**src/rtl/core_pkg.sv**
```systemverilog
// Shared encodings for the core memory stage: op/size codes, write-back
// extension selects, FSM states and the captured instruction record.
package core_pkg;

    localparam int ADDR_W = 32;
    localparam int DATA_W = 32;

    localparam logic [1:0] MEM_OP_NONE  = 2'b00;
    localparam logic [1:0] MEM_OP_LOAD  = 2'b01;
    localparam logic [1:0] MEM_OP_STORE = 2'b10;

    localparam logic [1:0] MEM_SIZE_BYTE = 2'b00;
    localparam logic [1:0] MEM_SIZE_HALF = 2'b01;
    localparam logic [1:0] MEM_SIZE_WORD = 2'b10;

    localparam logic [2:0] WB_SX_NONE = 3'd0;
    localparam logic [2:0] WB_SX_B    = 3'd1;
    localparam logic [2:0] WB_SX_H    = 3'd2;
    localparam logic [2:0] WB_SX_BU   = 3'd3;
    localparam logic [2:0] WB_SX_HU   = 3'd4;

    typedef enum logic {
        ST_IDLE = 1'b0,
        ST_WAIT = 1'b1
    } mem_state_e;

    typedef struct packed {
        logic [1:0]        op;
        logic [1:0]        size;
        logic [ADDR_W-1:0] alu_result;
        logic [DATA_W-1:0] store_data;
        logic [31:0]       pc_4;
        logic [31:0]       sx_imm;
        logic [2:0]        sx_op;
        logic              mux;
        logic              we_rf;
        logic [4:0]        rd;
    } mem_instr_t;

endpackage

```
**src/rtl/core_mem_align.sv**
```systemverilog
// Byte-lane logic for the memory stage: byte enables, store lane steering,
// load right-alignment and misalignment detection. Purely combinational.
module core_mem_align
    import core_pkg::*;
(
    input  logic [1:0]        size_i,
    input  logic [1:0]        off_i,
    input  logic [DATA_W-1:0] store_data_i,
    input  logic [DATA_W-1:0] rdata_i,
    output logic [3:0]        be_o,
    output logic [DATA_W-1:0] wdata_o,
    output logic [DATA_W-1:0] rdata_o,
    output logic              misalign_o
);

    always_comb begin
        be_o       = 4'b1111;
        wdata_o    = store_data_i;
        misalign_o = 1'b0;
        case (size_i)
            MEM_SIZE_BYTE: begin
                be_o    = 4'b0001 << off_i;
                wdata_o = {4{store_data_i[7:0]}};
            end
            MEM_SIZE_HALF: begin
                be_o       = 4'b0011 << off_i;
                wdata_o    = {2{store_data_i[15:0]}};
                misalign_o = off_i[0];
            end
            default: misalign_o = (off_i != 2'b00);
        endcase
    end

    // Logical shift: upper bits are zero, write-back does the extension.
    assign rdata_o = rdata_i >> {off_i, 3'b000};

endmodule

```
**src/rtl/core_mem_s.sv**
```systemverilog
// Memory-access stage: issues L1D requests, stalls until ack, and registers
// the write-back operands into the MEM/WB pipeline register.
module core_mem_s
    import core_pkg::*;
#(
    parameter int ADDR_W = 32,
    parameter int DATA_W = 32
) (
    input  logic              clk,
    input  logic              rst_n,
    input  logic              mem_valid_in,
    input  logic [1:0]        mem_op_in,
    input  logic [1:0]        mem_size_in,
    input  logic [ADDR_W-1:0] mem_alu_result_in,
    input  logic [DATA_W-1:0] mem_store_data_in,
    input  logic [31:0]       mem_pc_4_in,
    input  logic [31:0]       mem_sx_imm_in,
    input  logic [2:0]        mem_sx_op_in,
    input  logic              mem_mux_in,
    input  logic              mem_we_reg_file_in,
    input  logic [4:0]        mem_rd_in,
    output logic              l1d_req_out,
    output logic              l1d_we_out,
    output logic [ADDR_W-1:0] l1d_addr_out,
    output logic [DATA_W-1:0] l1d_wdata_out,
    output logic [3:0]        l1d_be_out,
    input  logic              l1d_ack_in,
    input  logic [DATA_W-1:0] l1d_rdata_in,
    output logic [ADDR_W-1:0] wb_alu_result_out,
    output logic [DATA_W-1:0] wb_mem_data_out,
    output logic [31:0]       wb_pc_4_out,
    output logic [31:0]       wb_sx_imm_out,
    output logic [2:0]        wb_sx_op_out,
    output logic              wb_mux_out,
    output logic [4:0]        wb_rd_out,
    output logic              wb_we_reg_file_out,
    output logic              wb_ack_out,
    output logic              mem_stall_out,
    output logic              mem_misalign_out
);

    mem_state_e state_q, state_d;
    mem_instr_t lat_q, lat_d, in_instr, cur;
    logic       cur_valid, is_access, misalign, req, stall;
    logic [3:0]        be;
    logic [DATA_W-1:0] wdata, rdata_al;

    logic [ADDR_W-1:0] wb_alu_q, wb_alu_d;
    logic [DATA_W-1:0] wb_mem_q, wb_mem_d;
    logic [31:0]       wb_pc4_q, wb_pc4_d, wb_imm_q, wb_imm_d;
    logic [2:0]        wb_sx_q, wb_sx_d;
    logic              wb_mux_q, wb_mux_d, wb_we_q, wb_we_d, wb_ack_q, wb_ack_d;
    logic [4:0]        wb_rd_q, wb_rd_d;

    assign in_instr = '{op: mem_op_in, size: mem_size_in, alu_result: mem_alu_result_in,
                        store_data: mem_store_data_in, pc_4: mem_pc_4_in,
                        sx_imm: mem_sx_imm_in, sx_op: mem_sx_op_in, mux: mem_mux_in,
                        we_rf: mem_we_reg_file_in, rd: mem_rd_in};

    // While waiting, everything comes from the captured copy so upstream churn is invisible.
    assign cur       = (state_q == ST_WAIT) ? lat_q : in_instr;
    assign cur_valid = (state_q == ST_WAIT) ? 1'b1 : mem_valid_in;
    assign is_access = cur_valid && (cur.op == MEM_OP_LOAD || cur.op == MEM_OP_STORE);

    core_mem_align u_align (
        .size_i       (cur.size),
        .off_i        (cur.alu_result[1:0]),
        .store_data_i (cur.store_data),
        .rdata_i      (l1d_rdata_in),
        .be_o         (be),
        .wdata_o      (wdata),
        .rdata_o      (rdata_al),
        .misalign_o   (misalign)
    );

    always_comb begin
        state_d = state_q;
        lat_d   = lat_q;
        req     = 1'b0;
        stall   = 1'b0;
        case (state_q)
            ST_IDLE: begin
                if (is_access && !misalign) begin
                    req = 1'b1;
                    if (!l1d_ack_in) begin
                        stall   = 1'b1;
                        lat_d   = in_instr;
                        state_d = ST_WAIT;
                    end
                end
            end
            default: begin
                req   = 1'b1;
                stall = !l1d_ack_in;
                if (l1d_ack_in) state_d = ST_IDLE;
            end
        endcase
    end

    always_comb begin
        wb_alu_d = wb_alu_q;
        wb_mem_d = wb_mem_q;
        wb_pc4_d = wb_pc4_q;
        wb_imm_d = wb_imm_q;
        wb_sx_d  = wb_sx_q;
        wb_mux_d = wb_mux_q;
        wb_rd_d  = wb_rd_q;
        wb_we_d  = 1'b0;
        wb_ack_d = 1'b0;
        if (!stall) begin
            wb_alu_d = cur.alu_result;
            wb_mem_d = rdata_al;
            wb_pc4_d = cur.pc_4;
            wb_imm_d = cur.sx_imm;
            wb_sx_d  = cur.sx_op;
            wb_mux_d = cur.mux;
            wb_rd_d  = cur.rd;
            wb_we_d  = cur_valid && cur.we_rf && cur.op != MEM_OP_STORE
                       && !(is_access && misalign);
            wb_ack_d = 1'b1;
        end
    end

    always_ff @(posedge clk or negedge rst_n) begin
        if (!rst_n) begin
            state_q  <= ST_IDLE;
            lat_q    <= '0;
            wb_alu_q <= '0;
            wb_mem_q <= '0;
            wb_pc4_q <= '0;
            wb_imm_q <= '0;
            wb_sx_q  <= '0;
            wb_mux_q <= 1'b0;
            wb_rd_q  <= '0;
            wb_we_q  <= 1'b0;
            wb_ack_q <= 1'b1;
        end else begin
            state_q  <= state_d;
            lat_q    <= lat_d;
            wb_alu_q <= wb_alu_d;
            wb_mem_q <= wb_mem_d;
            wb_pc4_q <= wb_pc4_d;
            wb_imm_q <= wb_imm_d;
            wb_sx_q  <= wb_sx_d;
            wb_mux_q <= wb_mux_d;
            wb_rd_q  <= wb_rd_d;
            wb_we_q  <= wb_we_d;
            wb_ack_q <= wb_ack_d;
        end
    end

    // Gating with rst_n drops the request the instant reset asserts.
    assign l1d_req_out      = req && rst_n;
    assign l1d_we_out       = cur.op == MEM_OP_STORE;
    assign l1d_addr_out     = {cur.alu_result[ADDR_W-1:2], 2'b00};
    assign l1d_wdata_out    = wdata;
    assign l1d_be_out       = be;
    assign mem_stall_out    = stall;
    assign mem_misalign_out = (state_q == ST_IDLE) && is_access && misalign;

    assign wb_alu_result_out  = wb_alu_q;
    assign wb_mem_data_out    = wb_mem_q;
    assign wb_pc_4_out        = wb_pc4_q;
    assign wb_sx_imm_out      = wb_imm_q;
    assign wb_sx_op_out       = wb_sx_q;
    assign wb_mux_out         = wb_mux_q;
    assign wb_rd_out          = wb_rd_q;
    assign wb_we_reg_file_out = wb_we_q;
    assign wb_ack_out         = wb_ack_q;

endmodule

```
**config.mk**
```make
export PLATFORM = sky130hd
export DESIGN_NAME = core_mem_s
export DESIGN_NICKNAME = d
export VERILOG_FILES = /design/src/rtl/core_pkg.sv /design/src/rtl/core_mem_align.sv /design/src/rtl/core_mem_s.sv
export SDC_FILE = /design/constraint.sdc
export NUM_CORES = 1
export LEC_CHECK = 0
export ABC_AREA = 1
export BUFFER_PORTS_ARGS = -buffer_cell sky130_fd_sc_hd__buf_2
export CELL_PAD_IN_SITES_DETAIL_PLACEMENT = 0
export CELL_PAD_IN_SITES_GLOBAL_PLACEMENT = 1
export CORE_MARGIN = 5
export CORE_UTILIZATION = 25
export DETAILED_ROUTE_END_ITERATION = 6
export GPL_TIMING_DRIVEN = 0
export PLACE_DENSITY = 0.68
export RECOVER_POWER = 100
export SLEW_MARGIN = 20
export SYNTH_ARGS = -nofsm -noshare
export SYNTH_HDL_FRONTEND = slang
export SYNTH_SLANG_ARGS = --single-unit
```
**constraint.sdc**
```tcl
create_clock -name clk -period 2.4 [get_ports clk]
set_clock_uncertainty 0.05 [all_clocks]
set_input_delay 0.36 -clock clk [delete_from_list [all_inputs] [get_ports clk]]
set_output_delay 0.36 -clock clk [all_outputs]
set_load 0.005 [all_outputs]
```
# [Yosys cells after proc, flatten, opt, wreduce, memory -nomap -nowiden]
# Index checks and enable logic that the tools add are counted.
[classes] n_eq_ne=4 bitwise=2 n_shift=3 n_reduce_logical=16 muxes=13
[ops] op="two-way mux 142 bit" count=1
[ops] op="case mux 32 bit (2 select lines)" count=1
[ops] op=">> shifter 32 x 5 -> 32 bit" count=1
[ops] op="logical AND 1 bit" count=9
[ops] op="two-way mux 1 bit" count=9
[ops] op="case mux 4 bit (2 select lines)" count=1
[ops] op="== test 2 x 1 -> 1 bit, second input constant" count=2
[ops] op="<< shifter 1 x 2 -> 4 bit, first input constant" count=1
[ops] op="<< shifter 2 x 2 -> 4 bit, first input constant" count=1
[ops] op="logical NOT 1 bit" count=3
[ops] op="AND reduction 3 bit" count=1
[ops] op="== test 2 bit, second input constant" count=1
[ops] op="logical NOT 2 bit" count=1
[ops] op="inequality test 2 bit, second input constant" count=1
[ops] op="NOT 1 bit" count=2
[ops] op="case mux 1 bit (2 select lines)" count=1
[ops] op="nonzero test 2 bit" count=1
[ops] op="logical OR 1 bit" count=1
[word_totals] ff_bits=282 in_bits=178 output_inout_bits=211 elab_cells=58

# [Logic depth before layout (Yosys ltp)]
[logic_depth] word_depth=8 depth_mapped=15 ltp_nobuf=9

# [Modules after synthesis]
# A second synthesis with hierarchy kept.
[hier_totals] hier_cells=1844 area_unflattened_um2=14432.6
[modules_own_cells] module="core_mem_s" n_inst=1 cells_per_inst=1578 seq_area_each_um2=7058.0 area_per_inst_um2=13238.9
[modules_own_cells] module="core_mem_align" n_inst=1 cells_per_inst=266 seq_area_each_um2=0.0 area_per_inst_um2=1193.6

# [Worst setup path after synthesis]
# OpenSTA, ideal clock, no wires.
[synth_timing] kind="reg2out" startpoint="register state_q" endpoint="output port mem_stall_out" setup_slack_ns=-0.136 path_buffers=6 required_ns=1.990 t_arrival_ns=2.126 path_stages_with_launch=13 path_cell_list="dfrtp_1 -> buf_6 -> buf_2 -> buf_6 -> buf_6 -> buf_2 -> nand2_1 -> o21ai_0 -> ha_1 -> nor2_2 -> nand3_4 -> buf_6 -> nand2_1"
[synth_between] elab_chain_cells=7 elab_cells_between_ends=14 cone_classes="eq/ne: 3; mux: 5; reduce/logical: 6"
[synth_rtl] item="start, declared" line_no="core_mem_s.sv:42" source="mem_state_e state_q, state_d;"
[synth_rtl] item="start signal, assigned" line_no="core_mem_s.sv:138" source="state_q <= state_d;"
[synth_rtl] item="two-way mux 142 bit" line_no="core_mem_s.sv:61" source="assign cur = (state_q == ST_WAIT) ? lat_q : in_instr;"
[synth_rtl] item="== test 2 x 1 -> 1 bit (tied with other cells)" line_no="core_mem_align.sv:20" source="case (size_i)"
[synth_rtl] item="case mux 1 bit (2 select lines) or logical OR 1 bit (tied branches)" line_no="core_mem_align.sv:20, core_mem_s.sv:63"
[synth_rtl] item="logical NOT 1 bit or logical AND 1 bit (tied branches)" line_no="core_mem_s.sv:83, core_mem_s.sv:63"
[synth_rtl] item="logical AND 1 bit" line_no="core_mem_s.sv:83" source="if (is_access && !misalign) begin"
[synth_rtl] item="two-way mux 1 bit" line_no="core_mem_s.sv:83"
[synth_rtl] item="two-way mux 1 bit *" line_no="core_mem_s.sv:81" source="case (state_q)"
[synth_rtl] item="end, declared" line_no="core_mem_s.sv:38" source="output logic mem_stall_out,"
# Every way passes the cells marked *; elsewhere a longest branch is shown, timed or not.

# [Worst setup path in the final report]
[layout_timing] startpoint="register state_q" endpoint="output port l1d_req_out"
[layout_between] elab_chain_cells=8 elab_cells_between_ends=15 cone_classes="eq/ne: 3; mux: 5; reduce/logical: 7"
[layout_rtl] item="two-way mux 142 bit" line_no="core_mem_s.sv:61"
[layout_rtl] item="== test 2 x 1 -> 1 bit (tied with other cells)" line_no="core_mem_align.sv:20"
[layout_rtl] item="case mux 1 bit (2 select lines) or logical OR 1 bit (tied branches)" line_no="core_mem_align.sv:20, core_mem_s.sv:63"
[layout_rtl] item="logical NOT 1 bit or logical AND 1 bit (tied branches)" line_no="core_mem_s.sv:83, core_mem_s.sv:63"
[layout_rtl] item="logical AND 1 bit" line_no="core_mem_s.sv:83"
[layout_rtl] item="two-way mux 1 bit" line_no="core_mem_s.sv:83"
[layout_rtl] item="two-way mux 1 bit *" line_no="core_mem_s.sv:81"
[layout_rtl] item="logical AND 1 bit *" line_no="core_mem_s.sv:153" source="assign l1d_req_out = req && rst_n;"
[layout_rtl] item="end, declared" line_no="core_mem_s.sv:22" source="output logic l1d_req_out,"
# Marks and branches as above.

==> metrics.md <==
| Metric | Value |
|---|---|
| Input/output buffers | 386 |
| LEAKAGE | 10.9 nW |
| Synth warn | 0 |
| Critical path launch point type | flip-flop |
| Max-slew violations | 0 |
| Reg2reg setup slack | -0.38 ns |
| Worst Path Buf+Inv | 7 |
| PwrDens | 1380 mW/mm² |
| Routed wire length per instance | 19.2 µm |
| Delay-heaviest family, CP | buffers and inverters |
| Setup-failing EPs final | 349 |
| Synthesized area per cell | 7.93 µm² |
| Largest area contributor in the netlist | dfrtp_1 |
| Final worst setup slack | -0.655 ns |
| VDD IR max | 0.505 mV |
| WL met3 | 2850 µm |
| Initial cell density of the core | 25.3% |
| Worst setup startpoint | state_q |
| Register bit total from synthesis | 282 |
| CP required | 1.99 ns |
| Share of layout cells above drive strength 1 | 33.7% |
| Hold crit path type | in -> reg |
| Fin area | 0.0213 mm² |
| Dpl hpwl | 43,100 µm |
| Share of the synthesized area in the top cell type | 48.2% |
| Crit Reg-Reg Endpoint | wb_rd_out[4] |
| Max Cap Viol | 0 |
| Placeable Area | 0.0577 mm² |
| GP Congestion | 0.890 |
| Max Used Layer | met4 |
| Vias | 14,400 |
| Post-route met1 wirelength | 26,400 µm |
| Area Overhead vs Synth | 45.7% |
| Non-filler instance count after layout | 3,141 |
| Worst r2r src | state_q |
| Sequential share of the synthesized area | 48.4% |
| DP Area | 0.0176 mm² |
| Worst path arrival time | 2.65 ns |
| Crit path kind | reg -> out |
| Slew Limit Headroom | 36.2% |
| DR pass1 iterations | 5 |
| Syn Inst Count | 1,839 |
| Clock Tree Buf Depth | 3 |
| Failing checks | negative setup slack |
| Largest net degree at the start of global routing | 98 |
| Vias/cell | 4.60 |
| CTS H-tree lvls | 2 |
| Mapped Area | 0.0146 mm² |
| CP max FO | 3 |
| CTS clock-pin slew for the worst setup and hold paths | 0.07 ns |
| Peak Freq | 327 MHz |
| Number of DRC markers in iteration 0 | 997 |
| Period utilization | 127% |
| DRC Markers | 0 |
| Slew at the pin closest to its max-slew limit | 0.958 ns |
| Worst skew pair latency | 0.54 ns |
| R2R cell count | 15 |
| GR Util All Layers | 18.2% |
| Metal2 WL | 29,400 µm |
| Final ANT Viol Nets | 0 |
| I/O pin cnt | 389 |
| Number of cell rows | 88 |
| Min cycle time layout | 3.06 ns |
| Die height | 252 µm |
| Placed Cells | 2,994 |
| CTS Root Cell | clkbuf_16 |
| Worst path max stage delay | 0.40 ns |
| Worst setup EP type | output port |
| Synth unique cells | 28 |
| Initial antenna violation count | 6 |
| Routed wire length | 60,300 µm |
| Outcome | finished, violations left |
| CP endpoint | l1d_req_out |
| CTS tree | done |
| Number of global-route vias before repair | 14,600 |
| Die area | 0.0633 mm² |
| Die Span X | 252 µm |
| Grt ovf | 0 |
| Crit path depth | 12 |
| CTS sink cnt | 282 |
| Final Hold Fails | 0 |
| Sequence of cells on the critical path | buf_6 -> buf_12 -> buf_12 -> buf_8 -> buf_8 -> o21ai_1 -> ha_1 -> nor2_4 -> buf_6 -> nand3_4 -> a21boi_1 -> buf_2 |
| Nets | 2,524 |
| Inserted Clock Buffers | 35 |
| First-pass GRT wire length | 89,700 µm |
| Unrepaired setup endpoints after global routing | yes |
| Top post-synthesis cells by area | dfrtp_1, nand2_1, nand3_1, o21ai_0, inv_1 |
| Highest-delay cell along the critical path | dfrtp_1 |
==> timing repair <==
action | 4_1_cts | 5_1_grt
buffers inserted | 45 | 7
hold buffers | 7 | 0
gates cloned | 15 | 10
pin swaps | 52 | 34
endpoints found under the setup margin | 352 | 349
endpoints found under the hold margin | 37 | 0
resized for setup | 381 | 68
==> state kept, by name, indices dropped and copies added, names as in the netlist <==
name	count
lat_q	142
wb_alu_result_out	32
wb_mem_data_out	32
wb_pc_4_out	32
wb_sx_imm_out	32
wb_rd_out	5
wb_sx_op_out	3
state_q	1
wb_ack_out	1
wb_mux_out	1
wb_we_reg_file_out	1
==> power breakdown <==
group          internal [mW]  leakage, nW  switching (mW)  total (mW)
clock                   3.61        0.612            2.18        5.79
sequential              7.05         3.48            1.37        8.42
combinational           6.91         6.78            8.12        15.0
total                   17.6         10.9            11.7        29.2
==> layout by cell type (no fill, tap or decap), drive strengths merged <==
master / netlist / final
nand2: 550 / 550
buf: 146 / 502
nand3: 319 / 319
dfrtp: 281 / 281
o21ai: 277 / 277
inv: 183 / 184
clkbuf: 30 / 182
nor2: 24 / 24
a21oi: 11 / 11
nor3: 8 / 8
diode: 0 / 6
bufinv: 0 / 6
dlygate4sd3: 0 / 6
a31oi: 5 / 5
clkinv: 0 / 4
bufbuf: 0 / 3
clkinvlp: 0 / 2
conb: 1 / 2
o211ai: 1 / 1
a21boi: 1 / 1
ha: 1 / 1
dfstp: 1 / 1
==> cell type report <==
cell class                      count  area (µm²)
Buffer                            172        1680
Timing Repair Buffer              472        3250
Multi-Input combinational cell   1199        6360
Clock inverter                     13         225
Antenna cell                        6        15.0
Inverter                          183         693
Sequential cell                   282        7060
Tap cell                          765         957
Fill cell                        6078       36400
Clock buffer                       49        1020
==> worst min-delay path, cell delays in order <==
cell     delay (ns)
buf_2          0.10
inv_1          0.06
o21ai_1        0.07
==> worst min-delay path by stage <==
stage,to,startpoint,depth (start not counted)
finish,lat_q[141],mem_op_in[1],3
global route,lat_q[95],mem_store_data_in[21],3
CTS,lat_q[9],mem_sx_op_in[2],3
detailed placement,wb_alu_result_out[9],rst_n,1
global placement,lat_q[140],lat_q[140],2
floorplan,lat_q[0],rst_n,0
==> synthesized netlist by cell type <==
cell and n:
a21boi_0 1, a21oi_1 11, a31oi_1 5, buf_1 3, buf_12 3, buf_2 58
buf_4 41, buf_6 41, clkbuf_1 30, conb_1 1, dfrtp_1 281, dfstp_2 1
ha_1 1, inv_1 182, inv_2 1, nand2_1 542, nand2_2 7, nand2_4 1
nand3_1 296, nand3_2 22, nand3_4 1, nor2_1 23, nor2_2 1, nor3_1 8
o211ai_1 1, o21ai_0 170, o21ai_1 67, o21ai_2 40
==> layer usage <==
| layer | vias up | GRT usage [%] |
|---|---|---|
| li1 | 6938 | - |
| met1 | 7069 | 24.2 |
| met2 | 359 | 31.0 |
| met3 | 77 | 2.73 |
| met4 | 0 | 4.85 |
| met5 | - | 0 |
==> metrics by stage <==
stage / power [mW] / utilization (%) / TNS (ns) / hold slack, ns / setup slack [ns]
6_report: 29.2 / 36.8 / -84.47 / 0.0368 / -0.655
5_1_grt: 31.3 / 36.8 / -127.14 / 0.0113 / -0.778
4_1_cts: 28.5 / 36.1 / -82.60 / 0.00125 / -0.708
3_5_place_dp: 20.1 / 30.5 / -215.22 / 0.218 / -0.907
3_3_place_gp: 19.8 / 30.3 / -1493.82 / 0.413 / -4.62
2_1_floorplan: 15.1 / - / 0 / 0.0144 / 0.00222
==> cells by family after synthesis <==
logic type	after synthesis	share of synthesized area, %
buf+inv	359	13.2
simple gates	901	27.0
other cells	1	0.0257
flops	282	48.4
compound gates	295	11.2
fa+ha+maj	1	0.0858
Power figures use the tool's default switching activity.
